### config.mk
export PLATFORM = sky130hd
export DESIGN_NAME = logic_gates_bist_ctrl
export DESIGN_NICKNAME = d
export VERILOG_FILES = /design/src/rtl/logic_gates_bist_ctrl.sv
export SDC_FILE = /design/constraint.sdc
export NUM_CORES = 1
export LEC_CHECK = 0
export CAP_MARGIN = 20
export CORE_MARGIN = 3
export CORE_UTILIZATION = 50
export CTS_BUF_LIST = sky130_fd_sc_hd__clkbuf_2
export CTS_CLUSTER_SIZE = 8
export DETAILED_ROUTE_END_ITERATION = 12
export PLACE_DENSITY = 0.76
export REMOVE_ABC_BUFFERS = 1
export SKIP_CTS_REPAIR_TIMING = 1
export SYNTH_ARGS = -nofsm -noshare
export SYNTH_HDL_FRONTEND = slang
export SYNTH_SLANG_ARGS = --single-unit
### constraint.sdc
create_clock -name clk -period 4.6 [get_ports clk]
set_clock_uncertainty 0.15 [all_clocks]
set_input_delay 0.69 -clock clk [delete_from_list [all_inputs] [get_ports clk]]
set_output_delay 0.69 -clock clk [all_outputs]
set_load 0.01 [all_outputs]
### src/rtl/logic_gates_bist_ctrl.sv
// logic_gates_bist_ctrl
// Built-in self-test sequencer for the two-input logic_gates unit. A run
// sweeps {GATE_A,GATE_B} through 00,01,10,11 (PASSES times). Each value is
// held for SETTLE_CYCLES cycles, and then the six gate outputs are sampled
// for one cycle and compared against golden values.
//
// Ports
//   clk, rst_n        clock (rising edge), synchronous active-low reset
//   start, abort      run request (sampled in IDLE) / cancel a run in progress
//   GATE_A, GATE_B    registered drive to the logic_gates A/B inputs
//   AND_IN..XNOR_IN   the six logic_gates outputs under test
//   busy              high in every state except IDLE
//   done              one-cycle pulse while in DONE
//   pass              err_vec==0 at run end; held until the next start
//   err_vec           sticky mismatch flags {AND,OR,XOR,NAND,NOR,XNOR}
//   fail_combo        {A,B} of the first mismatching sample of the run
//   state_dbg         current FSM state (IDLE=0, SETTLE=1, SAMPLE=2, DONE=3)
//
// Handshake: start is a level request. It is acted on only in IDLE, and only
// when abort is low in the same cycle. abort is acted on in SETTLE and SAMPLE
// and is ignored in IDLE and DONE.
module logic_gates_bist_ctrl #(
  parameter int SETTLE_CYCLES = 2,
  parameter int PASSES        = 1
) (
  input  logic       clk,
  input  logic       rst_n,
  input  logic       start,
  input  logic       abort,
  output logic       GATE_A,
  output logic       GATE_B,
  input  logic       AND_IN,
  input  logic       OR_IN,
  input  logic       XOR_IN,
  input  logic       NAND_IN,
  input  logic       NOR_IN,
  input  logic       XNOR_IN,
  output logic       busy,
  output logic       done,
  output logic       pass,
  output logic [5:0] err_vec,
  output logic [1:0] fail_combo,
  output logic [1:0] state_dbg
);

  typedef enum logic [1:0] {
    S_IDLE   = 2'd0,
    S_SETTLE = 2'd1,
    S_SAMPLE = 2'd2,
    S_DONE   = 2'd3
  } state_t;

  state_t     state_q, state_d;
  logic [7:0] settle_q;
  logic [3:0] pass_cnt_q;
  logic [1:0] combo_q;
  logic       gate_a_q, gate_b_q;
  logic       pass_q;
  logic [5:0] err_q;
  logic [1:0] fail_q;

  logic       accept;
  logic       settle_end;
  logic       last_sample;
  logic [5:0] expected;
  logic [5:0] mism;
  logic [1:0] combo_next;

  assign accept      = start && !abort;
  assign settle_end  = (settle_q == 8'(SETTLE_CYCLES - 1));
  assign last_sample = (combo_q == 2'd3) && (pass_cnt_q == 4'(PASSES - 1));
  assign combo_next  = combo_q + 2'd1;

  // Golden values come from the A/B actually being driven.
  assign expected = {gate_a_q & gate_b_q, gate_a_q | gate_b_q, gate_a_q ^ gate_b_q,
                     ~(gate_a_q & gate_b_q), ~(gate_a_q | gate_b_q), ~(gate_a_q ^ gate_b_q)};
  assign mism     = expected ^ {AND_IN, OR_IN, XOR_IN, NAND_IN, NOR_IN, XNOR_IN};

  // State register
  always_ff @(posedge clk) begin
    if (!rst_n) state_q <= S_IDLE;
    else        state_q <= state_d;
  end

  // Next-state logic
  always_comb begin
    state_d = state_q;
    case (state_q)
      S_IDLE:   if (accept) state_d = S_SETTLE;
      S_SETTLE: begin
        if (abort)           state_d = S_IDLE;
        else if (settle_end) state_d = S_SAMPLE;
      end
      S_SAMPLE: begin
        if (abort)            state_d = S_IDLE;
        else if (last_sample) state_d = S_DONE;
        else                  state_d = S_SETTLE;
      end
      S_DONE:   state_d = S_IDLE;
      default:  state_d = S_IDLE;
    endcase
  end

  // Datapath
  always_ff @(posedge clk) begin
    if (!rst_n) begin
      settle_q   <= '0;
      pass_cnt_q <= '0;
      combo_q    <= '0;
      gate_a_q   <= 1'b0;
      gate_b_q   <= 1'b0;
      pass_q     <= 1'b0;
      err_q      <= '0;
      fail_q     <= '0;
    end else begin
      case (state_q)
        S_IDLE: begin
          gate_a_q <= 1'b0;
          gate_b_q <= 1'b0;
          if (accept) begin
            err_q      <= '0;
            fail_q     <= '0;
            pass_q     <= 1'b0;
            combo_q    <= '0;
            pass_cnt_q <= '0;
            settle_q   <= '0;
          end
        end
        S_SETTLE: begin
          if (abort) begin
            gate_a_q <= 1'b0;
            gate_b_q <= 1'b0;
            pass_q   <= 1'b0;
            settle_q <= '0;
          end else if (settle_end) begin
            settle_q <= '0;
          end else begin
            settle_q <= settle_q + 8'd1;
          end
        end
        S_SAMPLE: begin
          // The compare happens even in a cycle where abort is taken.
          err_q <= err_q | mism;
          // err_q is cleared at start, so zero here means nothing has failed yet.
          if ((err_q == 6'd0) && (mism != 6'd0)) fail_q <= combo_q;
          if (abort) begin
            gate_a_q <= 1'b0;
            gate_b_q <= 1'b0;
            pass_q   <= 1'b0;
          end else if (last_sample) begin
            gate_a_q <= 1'b0;
            gate_b_q <= 1'b0;
            // Verdict includes this final sample, so it is visible while done is high.
            pass_q   <= ((err_q | mism) == 6'd0);
          end else begin
            combo_q  <= combo_next;
            gate_a_q <= combo_next[1];
            gate_b_q <= combo_next[0];
            if (combo_q == 2'd3) pass_cnt_q <= pass_cnt_q + 4'd1;
          end
        end
        S_DONE: begin
          gate_a_q <= 1'b0;
          gate_b_q <= 1'b0;
        end
        default: begin
          gate_a_q <= 1'b0;
          gate_b_q <= 1'b0;
        end
      endcase
    end
  end

  assign GATE_A     = gate_a_q;
  assign GATE_B     = gate_b_q;
  assign busy       = (state_q != S_IDLE);
  assign done       = (state_q == S_DONE);
  assign pass       = pass_q;
  assign err_vec    = err_q;
  assign fail_combo = fail_q;
  assign state_dbg  = state_q;

endmodule

[Word-level counts from Yosys, hierarchy flattened]
Index checks and enable logic that the tools add are counted.
Cells by class
  multiplexer cells: 34
  equal/unequal tests: 13
  add/sub/neg operators: 3
  reduce and logical (&&, ||, !) cells: 21
  bitwise operators: 8
Operators by type and width (number)
  $mux 8: 3
  $mux 2: 9
  $mux 4: 4
  $pmux 8 s2: 1
  $logic_not 6->1: 2
  $ne 2x2->1 const B: 6
  $pmux 6 s2: 1
  $pmux 1 s3: 3
  $add 8x1->8 const B: 1
  $eq 8x1->1 const B: 1
  $mux 1: 8
  $pmux 2 s2: 2
  $pmux 2 s4: 1
  $pmux 4 s2: 1
  $reduce_and 4->1: 2
  $eq 2x2->1 const B: 3
  $mux 6: 1
  $ne 3x3->1 const B: 2
  $or 6x6->6: 1
  $reduce_and 2->1: 3
  $reduce_bool 2->1: 3
  $reduce_bool 6->1: 1
  $xor 6x6->6: 1
  $reduce_and 5->1: 1
  14 further kinds: 18
Storage, ports and cells
  register bits after elaboration: 27
  logic and storage cells: 88
  output and inout bits: 15
  input port bits: 10

[Logic depth before layout (Yosys ltp)]
Gate-level depths: netlist of the first run.
  depth after elaboration: 8
  mapped depth: 7
  mapped depth without buffers: 6

[Worst setup path after synthesis of the first run]
OpenSTA, ideal clock, no wires.
  path kind: register -> register
  start point: register gate_a_q, in the netlist GATE_A
  end point: register pass_q, in the netlist pass
  setup slack: 2.320 ns
  clock period less this slack: 2.280 ns
  buffers on the path: 0
  cell stages (with the launch flop): 7
  arrival: 2.058 ns
  library setup time: 0.072 ns
  required time: 4.378 ns
  cells stage by stage: dfxtp_1 -> inv_1 -> ha_1 -> or3b_1 -> a222oi_1 -> or4b_1 -> mux2i_1
Between the ends
  word-level cells in the longest chain between the ends: 8
  elaborated cells between the ends (all ways): 12
  those cells by class: 3 x mux; 8 x bitwise; 1 x reduce/logical
RTL lines
  start, declared: line 57  | logic gate_a_q, gate_b_q;
  start signal, assigned: line 157  | gate_a_q <= combo_next[1];
  $xor 1x1->1 (tied with other cells): line 75, 76
  $not 1->1: line 76  | ~(gate_a_q & gate_b_q), ~(gate_a_q | gate_b_q), ~(gate_a_q ^ gate_b_q)};
  $xor 6x6->6 (*): line 77  | assign mism = expected ^ {AND_IN, OR_IN, XOR_IN, NAND_IN, NOR_IN, XNOR_IN};
  $or 6x6->6 (*): line 154  | pass_q <= ((err_q | mism) == 6'd0);
  $logic_not 6->1 (*): line 154
  $mux 1 (*): line 150  | end else if (last_sample) begin
  $mux 1 (*): line 146  | if (abort) begin
  $pmux 1 s3 (*): line 116  | case (state_q)
  end signal, assigned: line 154
  end, declared: line 58  | logic pass_q;
Mark *: on every way between the ends. The rest lies on a longest branch, timed or not. The select of a mux whose other input is x is not followed.
A chain may end at the register's enable or synchronous reset.

[Final worst setup path of the first run]
  start point: register state_q[1], in the netlist state_dbg[1]
  end point: output port done
Between the ends
  word-level cells in the longest chain between the ends: 1
RTL lines
  start, declared: line 53  | state_t state_q, state_d;
  start signal, assigned: line 82  | else state_q <= state_d;
  $eq 2x2->1: line 177  | assign done = (state_q == S_DONE);
  end, declared: line 39  | output logic done,
No other way between the ends.

==> results of run 1 <==
## cells by family (layout without fill, tap and decap cells)
group,count (synthesis),after routing,synth area share [%]
flip-flops,27,27,37.0
multiplexers,3,3,2.06
adder cells (fa/ha/maj),7,7,6.00
AND/OR/NAND/NOR,70,70,25.2
XOR/XNOR,12,12,7.20
AO/OA/AOI/OAI,40,40,18.4
buffers and inverters,16,39,4.12
## worst max-delay path by stage
stage | to | cells past startpoint
floorplan | pass$_SDFFE_PN0P_ | 6
global placement | pass$_SDFFE_PN0P_ | 5
detailed placement | pass$_SDFFE_PN0P_ | 5
CTS | done | 3
global route | done | 3
finish | done | 3
## metrics by stage
stage,hold slack (ps),util (%)
floorplan,302,-
global placement,305,65.9
detailed placement,307,65.9
CTS,342,66.7
global route,379,66.7
finish,342,66.7
## cell usage after synthesis (2+ instances only)
master / number / area [um^2]
or4_1: 2 / 15.0
mux2i_1: 3 / 30.0
or3b_1: 3 / 26.3
a211oi_1: 3 / 22.5
nor2b_1: 4 / 25.0
a22oi_1: 7 / 52.6
clkbuf_1: 6 / 22.5
nand3b_1: 4 / 30.0
o21ai_0: 8 / 40.0
xnor2_1: 8 / 70.1
and2_1: 2 / 12.5
a21oi_1: 10 / 50.1
dfxtp_1: 27 / 541
nand2b_1: 3 / 18.8
nand2_1: 12 / 45.0
inv_1: 9 / 33.8
a2111oi_0: 2 / 17.5
nor2_1: 20 / 75.1
ha_1: 7 / 87.6
xor2_1: 4 / 35.0
nor3_1: 3 / 15.0
nand3_1: 10 / 50.1
o31ai_1: 2 / 15.0
## power groups by stage
stage | sequential (uW) | combinational (uW) | clock, uW
finish | 244 | 55.0 | 92.1
global route | 246 | 60.7 | 109
CTS | 244 | 55.0 | 95.2
detailed placement | 249 | 54.5 | 0
global placement | 248 | 53.0 | 0
floorplan | 248 | 30.4 | 0
## cell type report
type                    instances  area (um^2)
clock buffers                   4         20.0
well taps                      30         37.5
inverters                      10         37.5
flip-flops and latches         27          541
multi-input cells             132          858
repair buffers                 25          248
fillers                       226          871
## routing by layer
metal	routed length, um	vias to the layer above	GRT usage [%]
li1	-	673	-
met1	1560	661	29.0
met2	1610	39	34.6
met3	188	4	2.59
met4	31	0	8.54
met5	0	-	0
## registers in the layout, summed over array words and instances (netlist names)
| name | cells |
|---|---|
| pass | 1 |
| settle_q | 8 |
| pass_cnt_q | 4 |
| GATE_B | 1 |
| err_vec | 6 |
| fail_combo | 2 |
| combo_q | 2 |
| GATE_A | 1 |
| state_dbg | 2 |
## worst reg2reg max path, stage by stage (launching register included)
cell      delay, ps
dfxtp_1         450
inv_1            70
ha_1            360
or3b_1          370
a222oi_1        420
or4b_1          470
mux2i_1         130
==> qor.yml, run 1 <==
route:
  drt-total-wl_mm: 3.39
  drcViolationCount: 0
  via_per_inst: 6.04
  drt_iter0_markers: 88
  ant_nets: 0
  wl_per_cell_um: 14.9
  dr.pass1.iters: 4
  vias: 1377
power:
  sequentialPowerShare_pct: 62.4
  netSwitchingFraction_pct: 26.9
  p_switching_uw: 105
  power_uw: 392
  p_per_area_mw_per_mm2: 225
  combPwrFrac_pct: 14.0
  clockPowerShare_pct: 23.5
  internal_power_uw: 286
  ir_drop_mv: 0.175
  p_leak_uw: 0.000576
setup_path:
  path_class: "flip-flop to output port"
  slowest_delay_ps: 730
  worst_ep_required_time_ps: 3760
  crit_start: "state_dbg[1]$_SDFFE_PN0P_"
  worstPathMaxFanout: 16
  r2r.worst_path.cells: 6
  cpLargestDelayFamily: "buffers and inverters"
  worstPathCellList: "inv_1 > nor2_1 > clkdlybuf4s50_1"
  cp.arrival_ps: 2020
  crit_slowest_cell: "dfxtp_1"
  worstPathBufferInverterCount: 2
  critPathLaunchType: "flip-flop"
  r2r_end: "pass$_SDFFE_PN0P_"
  r2r_start: "GATE_A$_SDFFE_PN0N_"
  cp-end-kind: "output port"
  r2r_slack_ps: 2140
clock_network:
  cts_buffers: 3
  cts_buffer_depth: 2
  clkSinkCount: 27
  cts_root_buf: "clkbuf_2"
  clk_pin_slew_ps: 240
  clock_latency_ps: 350
  cts_tree: "yes"
  htreeDepth: 1
finish:
  final_cell_mix: "27 x dfxtp_1, 24 x clkdlybuf4s50_1, 20 x nor2_1, 12 x nand2_1"
  antenna_cells: 0
  layout_commonest_cell: "dfxtp_1"
  drive_gt1_share_pct: 4.04
  area_delta_synth_final_pct: 19.4
  nets: 216
  fin_cells: 228
  final_area_mm2: 0.00174
logic_synthesis:
  yosysSeqAreaShare_pct: 37.0
  yosysWarnings: 0
  synth_flop_cell: "dfxtp_1"
  synth.distinct_cells: 39
  syn_area_mm2: 0.00146
  synth_cells: 175
  async_flop_share_pct: 0
  synth_edf_count: 0
  synth.avg_cell_area_um2: 8.34
  ys_ff_latch: 27
floorplanning:
  die_h_um: 60.0
  initial_core_util_pct: 55.8
  top_level_ports: 25
  fp.dieW_um: 60.0
  die-area_mm2: 0.00360
  rows: 18
  coreArea_mm2: 0.00261
placed_design:
  dp_hpwl_mm: 2.54
  dp.cells: 224
  port-buffer-count: 24
  gp_congestion: 0.828
  dp_slack_ps: 1800
  dpl_cell_area_mm2: 0.00172
sta:
  finalWorstSetupSlack_ps: 1740
  fmax_mhz: 350
  period_share_pct: 62.1
  setup_tns_ps: 0
  slew_viol_final: 0
  setup_viol: 0
  grt_setup_unrepaired: "false"
  min_period_ps: 2860
  slew_headroom_pct: 54.6
  hold_viol: 0
  tightest_slew_ps: 679
hold_path:
  hold-path-endpoint: "pass$_SDFFE_PN0P_"
  min_path_type: "flip-flop to flip-flop"
  holdPathStages: 2
  hp-start: "pass$_SDFFE_PN0P_"
grt:
  grt_pass1_wl_mm: 5.90
  grt_usage_pct: 21.5
  antenna_found_initial: 0
  grt_max_degree: 17
  gr-total-overflow: 0
  grt_pass1_vias: 1354
job:
  max-cap-violations: 0
run_status:
  status: "complete, no violations"
Power figures use the tool's default switching activity.
==> run 2, diff against run 1 <==
Clock period 4.6 ns to 2.9 ns, I/O delays scaled along.
==> qor.yml, run 2 (synthesis gave the netlist of run 1 again) <==
run_status:
  status: "complete, no violations"  # unchanged
power:
  power_uw: 621  # was 392 uW
  p_leak_uw: 0.000586  # was 0.000576 uW
  p_per_area_mw_per_mm2: 354  # was 225 mW/mm^2
  ir_drop_mv: 0.375  # was 0.175 mV
hold_path:
  min_path_type: "flip-flop to flip-flop"  # unchanged
  hp-start: "pass$_SDFFE_PN0P_"  # unchanged
setup_path:
  r2r_start: "GATE_A$_SDFFE_PN0N_"  # unchanged
  worstPathCellList: "inv_1 > nor2_1 > clkdlybuf4s50_1"  # unchanged
  crit_start: "state_dbg[1]$_SDFFE_PN0P_"  # unchanged
  cp.arrival_ps: 2010  # was 2020 ps
  slowest_delay_ps: 730  # about the same
  r2r_end: "pass$_SDFFE_PN0P_"  # unchanged
  cp-endpoint: "done"  # unchanged
  worst_ep_required_time_ps: 2320  # was 3760 ps
  r2r.worst_path.cells: 6  # unchanged
  r2r_slack_ps: 450  # was 2140 ps
  critPathLaunchType: "flip-flop"  # unchanged
  crit_slowest_cell: "dfxtp_1"  # unchanged
  cp-end-kind: "output port"  # unchanged
  worstPathMaxFanout: 16  # unchanged
  path_class: "flip-flop to output port"  # unchanged
placed_design:
  port-buffer-count: 24  # unchanged
  dp_hpwl_mm: 2.52  # was 2.54 mm
  dp_slack_ps: 329  # was 1800 ps
  dpl_cell_area_mm2: 0.00174  # was 0.00172 mm^2
  gp_congestion: 0.844  # was 0.828
  dp.cells: 226  # was 224
sta:
  slew_headroom_pct: 62.1  # was 54.6%
  setup_viol: 0  # unchanged
  min_period_ps: 2600
  tightest_slew_ps: 568  # was 679 ps
  grt_setup_unrepaired: "false"  # unchanged
  fmax_mhz: 385
  finalWorstSetupSlack_ps: 301  # was 1740 ps
  slew_viol_final: 0  # unchanged
  period_share_pct: 89.6
  hold_viol: 0  # unchanged
  setup_tns_ps: 0  # unchanged
clock_network:
  htreeDepth: 1  # unchanged
  clock_latency_ps: 360  # was 350 ps
  cts_tree: "yes"  # unchanged
  cts_buffer_depth: 2  # unchanged
  cts_buffers: 3  # unchanged
  cts_root_buf: "clkbuf_2"  # unchanged
  clkSinkCount: 27  # unchanged
  clk_pin_slew_ps: 250  # was 240 ps
floorplanning:
  coreArea_mm2: 0.00261  # unchanged
  rows: 18  # unchanged
  initial_core_util_pct: 55.8  # unchanged
  fp.dieW_um: 60.0  # unchanged
  die_h_um: 60.0  # unchanged
  die-area_mm2: 0.00360  # unchanged
  top_level_ports: 25  # unchanged
finish:
  fillers: 218  # was 226
  nets: 218  # was 216
  regMostFlops: "settle_q"  # unchanged
  drive_gt1_share_pct: 5.00  # was 4.04%
  antenna_cells: 0  # unchanged
  final_cell_mix: "27 x dfxtp_1, 24 x clkdlybuf4s50_1, 20 x nor2_1, 12 x nand2_1"  # unchanged
  fin_cells: 230  # was 228
  area_delta_synth_final_pct: 20.4  # was 19.4%
  layout_commonest_cell: "dfxtp_1"  # unchanged
  final_area_mm2: 0.00176  # was 0.00174 mm^2
  largest_reg_flops: 8  # unchanged
route:
  drcViolationCount: 0  # unchanged
  vias: 1341  # was 1377
  wl_per_cell_um: 14.7  # was 14.9 um
  drt_iter0_markers: 90  # was 88
  via_per_inst: 5.83  # was 6.04
  ant_nets: 0  # unchanged
  dr.pass1.iters: 4  # unchanged
  drt-total-wl_mm: 3.38  # was 3.39 mm
grt:
  antenna_found_initial: 0  # unchanged
  grt_pass1_wl_mm: 5.48  # was 5.90 mm
  gr-total-overflow: 0  # unchanged
  grt_max_degree: 17  # unchanged
  grt_usage_pct: 20.0  # was 21.5%
  grt_pass1_vias: 1273  # was 1354
job:
  max-cap-violations: 0  # unchanged
==> run 2: changes by cell type in the layout (fill, tap and decap cells not counted), sizes merged <==
| cell | previous run | this run |
|---|---|---|
| buf | 1 | 3 |
==> run 2: layout make-up <==
type	count	area, um^2	share of cell area (%)
Clock buffer	4	20.0	1.14
Multi-Input combinational cell	132	858	48.9
Tap cell	30	37.5	2.14
Sequential cell	27	541	30.8
Timing Repair Buffer	27	263	15.0
Inverter	10	37.5	2.14
==> run 2: how the worst min path moves through the flow <==
stage / slack, ps / depth (start not counted) / to
6_report: 350 / 2 / pass$_SDFFE_PN0P_
5_1_grt: 380 / 2 / pass$_SDFFE_PN0P_
4_1_cts: 350 / 2 / pass$_SDFFE_PN0P_
3_5_place_dp: 320 / 2 / fail_combo[1]$_SDFFE_PN0P_
3_3_place_gp: 310 / 2 / pass$_SDFFE_PN0P_
2_1_floorplan: 300 / 2 / pass_cnt_q[3]$_SDFFE_PN0P_
==> run 2: critical path: cells and delay by family (launching register included) <==
| kind | cells | cell delay (ps) |
|---|---|---|
| buf+inv | 2 | 780 |
| flops | 1 | 730 |
| simple gates | 1 | 150 |
==> run 2: metrics by stage <==
stage / utilization, % / hold WS, ps
after floorplan: - / 302
after CTS: 67.2 / 346
after global routing: 67.2 / 375
after detailed placement: 66.5 / 321
final: 67.2 / 348
after global placement: 66.5 / 305
==> run 2: layer usage <==
metal | share of wire [%] | track usage, % | vias to the layer above | routed length, um
met5 | 0 | 0 | - | 0
met2 | 48 | 32.4 | 35 | 1610
met3 | 3.9 | 3.89 | 4 | 132
li1 | - | - | 672 | -
met4 | 0.71 | 6.96 | 0 | 24
met1 | 48 | 26.3 | 630 | 1610
==> run 2: power by group <==
| group | switching (uW) | leakage (uW) | internal [uW] | total (uW) |
|---|---|---|---|---|
| clock | 108 | 0.0000166 | 36.4 | 145 |
| combinational | 48.5 | 0.000351 | 40.6 | 89.1 |
| sequential | 8.88 | 0.000218 | 379 | 387 |
| total | 166 | 0.000586 | 456 | 621 |
==> run 3, diff against run 2 <==
Settings changed: CORE_MARGIN 3 to 2.
==> qor.yml, run 3 (synthesis gave the netlist of run 1 again) <==
setup_path:
  worstPathCellList: "inv_1 > nor2_1 > clkdlybuf4s50_1"  # unchanged
  r2r.worst_path.cells: 6  # unchanged
  worstPathBufferInverterCount: 2  # unchanged
  path_class: "flip-flop to output port"  # unchanged
  cp.depth: 3  # unchanged
  r2r_start: "GATE_A$_SDFFE_PN0N_"  # unchanged
  cp.arrival_ps: 1970  # was 2010 ps
  cp-end-kind: "output port"  # unchanged
  slowest_delay_ps: 710  # was 730 ps
  crit_slowest_cell: "dfxtp_1"  # unchanged
  crit_start: "state_dbg[1]$_SDFFE_PN0P_"  # unchanged
  cpLargestDelayFamily: "buffers and inverters"  # unchanged
  worst_ep_required_time_ps: 2320  # about the same
  worstPathMaxFanout: 16  # unchanged
  critPathLaunchType: "flip-flop"  # unchanged
route:
  dr.pass1.iters: 4  # unchanged
  ant_nets: 0  # unchanged
  wl_per_cell_um: 14.2  # was 14.7 um
  drt-total-wl_mm: 3.29  # was 3.38 mm
  vias: 1346  # was 1341
  drt_iter0_markers: 55  # was 90
  drcViolationCount: 0  # unchanged
  via_per_inst: 5.80  # was 5.83
sta:
  slew_viol_final: 0  # unchanged
  setup_tns_ps: 0  # unchanged
  min_period_ps: 2550  # was 2600 ps
  timing.hold.ws_ps: 337  # was 348 ps
  period_share_pct: 88.0  # was 89.6%
  grt_setup_unrepaired: "false"  # unchanged
  tightest_slew_ps: 542  # was 568 ps
  hold_viol: 0  # unchanged
  slew_headroom_pct: 62.9  # was 62.1%
  fmax_mhz: 392  # was 385 MHz
  setup_viol: 0  # unchanged
finish:
  antenna_cells: 0  # unchanged
  largest_reg_flops: 8  # unchanged
  regMostFlops: "settle_q"  # unchanged
  layout_commonest_cell: "dfxtp_1"  # unchanged
  nets: 219  # was 218
  area_delta_synth_final_pct: 21.0  # was 20.4%
  drive_gt1_share_pct: 5.47  # was 5.00%
  final_cell_mix: "27 x dfxtp_1, 24 x clkdlybuf4s50_1, 20 x nor2_1, 12 x nand2_1"  # unchanged
grt:
  grt_pass1_wl_mm: 5.84  # was 5.48 mm
  antenna_found_initial: 0  # unchanged
  grt_pass1_vias: 1311  # was 1273
  grt_max_degree: 17  # unchanged
  grt_usage_pct: 22.0  # was 20.0%
  gr-total-overflow: 0  # unchanged
clock_network:
  cts_buffer_depth: 2  # unchanged
  htreeDepth: 1  # unchanged
  cts_tree: "yes"  # unchanged
  clk_pin_slew_ps: 240  # was 250 ps
  cts_buffers: 3  # unchanged
  clkSinkCount: 27  # unchanged
  clock_latency_ps: 340  # was 360 ps
  cts_root_buf: "clkbuf_2"  # unchanged
floorplanning:
  die_h_um: 58.0  # was 60.0 um
  die-area_mm2: 0.00337  # was 0.00360 mm^2
  coreArea_mm2: 0.00276  # was 0.00261 mm^2
  top_level_ports: 25  # unchanged
  initial_core_util_pct: 52.9  # was 55.8%
  rows: 19  # was 18
  fp.dieW_um: 58.0  # was 60.0 um
placed_design:
  gp_congestion: 0.908  # was 0.844
  dp_hpwl_mm: 2.48  # was 2.52 mm
  port-buffer-count: 24  # unchanged
power:
  p_leak_uw: 0.000591  # was 0.000586 uW
  ir_drop_mv: 0.328  # was 0.375 mV
  p_per_area_mw_per_mm2: 351  # was 354 mW/mm^2
job:
  max-cap-violations: 0  # unchanged
hold_path:
  hp-start: "fail_combo[1]$_SDFFE_PN0P_"  # was pass$_SDFFE_PN0P_
  min_path_type: "flip-flop to flip-flop"  # unchanged
  holdPathStages: 2  # unchanged
run_status:
  status: "complete, no violations"  # unchanged
run 3: cell types whose count changed in the layout (fill, tap and decap cells not counted), sizes merged:
cell | previous run | this run
buf | 3 | 4
run 3: layout make-up:
class | count | area (um^2)
fill | 241 | 992
multi-input combinational | 132 | 858
sequential | 27 | 541
timing repair buffer | 28 | 270
tap | 31 | 38.8
inverter | 10 | 37.5
clock buffer | 4 | 20.0
run 3: power by group:
| group | switching [uW] | internal (uW) | total, uW |
|---|---|---|---|
| sequential | 8.87 | 379 | 387 |
| combinational | 48.0 | 41.6 | 89.6 |
| clock | 106 | 36.4 | 142 |
run 3: stage by stage:
stage / setup slack, ps / cells / utilization, % / instance area [um^2] / total power, uW
final: 348 / 232 / 64.0 / 1770 / 619
after global routing: 152 / 232 / 64.0 / 1770 / 659
after CTS: 324 / 232 / 64.0 / 1770 / 629
after detailed placement: 362 / 228 / 63.3 / 1750 / 483
after global placement: 448 / 228 / 63.3 / 1750 / 480
after floorplan: 620 / 169 / - / 1440 / 442
run 3: path summary, 6_finish.rpt:
kind / endpoint / slack (ps)
max: done / 350
min: fail_combo[1]$_SDFFE_PN0P_ / 340
max reg2reg: pass$_SDFFE_PN0P_ / 460
min reg2reg: fail_combo[1]$_SDFFE_PN0P_ / 340
run 3: worst min-delay path: stages (launching register included):
cell,delay (ps)
dfxtp_1,360
nand3_1,60
mux2i_1,60
run 3: per-layer routing:
| layer | vias up | routed length, um | GRT usage (%) |
|---|---|---|---|
| met4 | 0 | 38 | 6.98 |
| met5 | - | 0 | 0 |
| li1 | 675 | - | - |
| met1 | 634 | 1610 | 31.3 |
| met2 | 31 | 1540 | 34.6 |
| met3 | 6 | 109 | 3.13 |
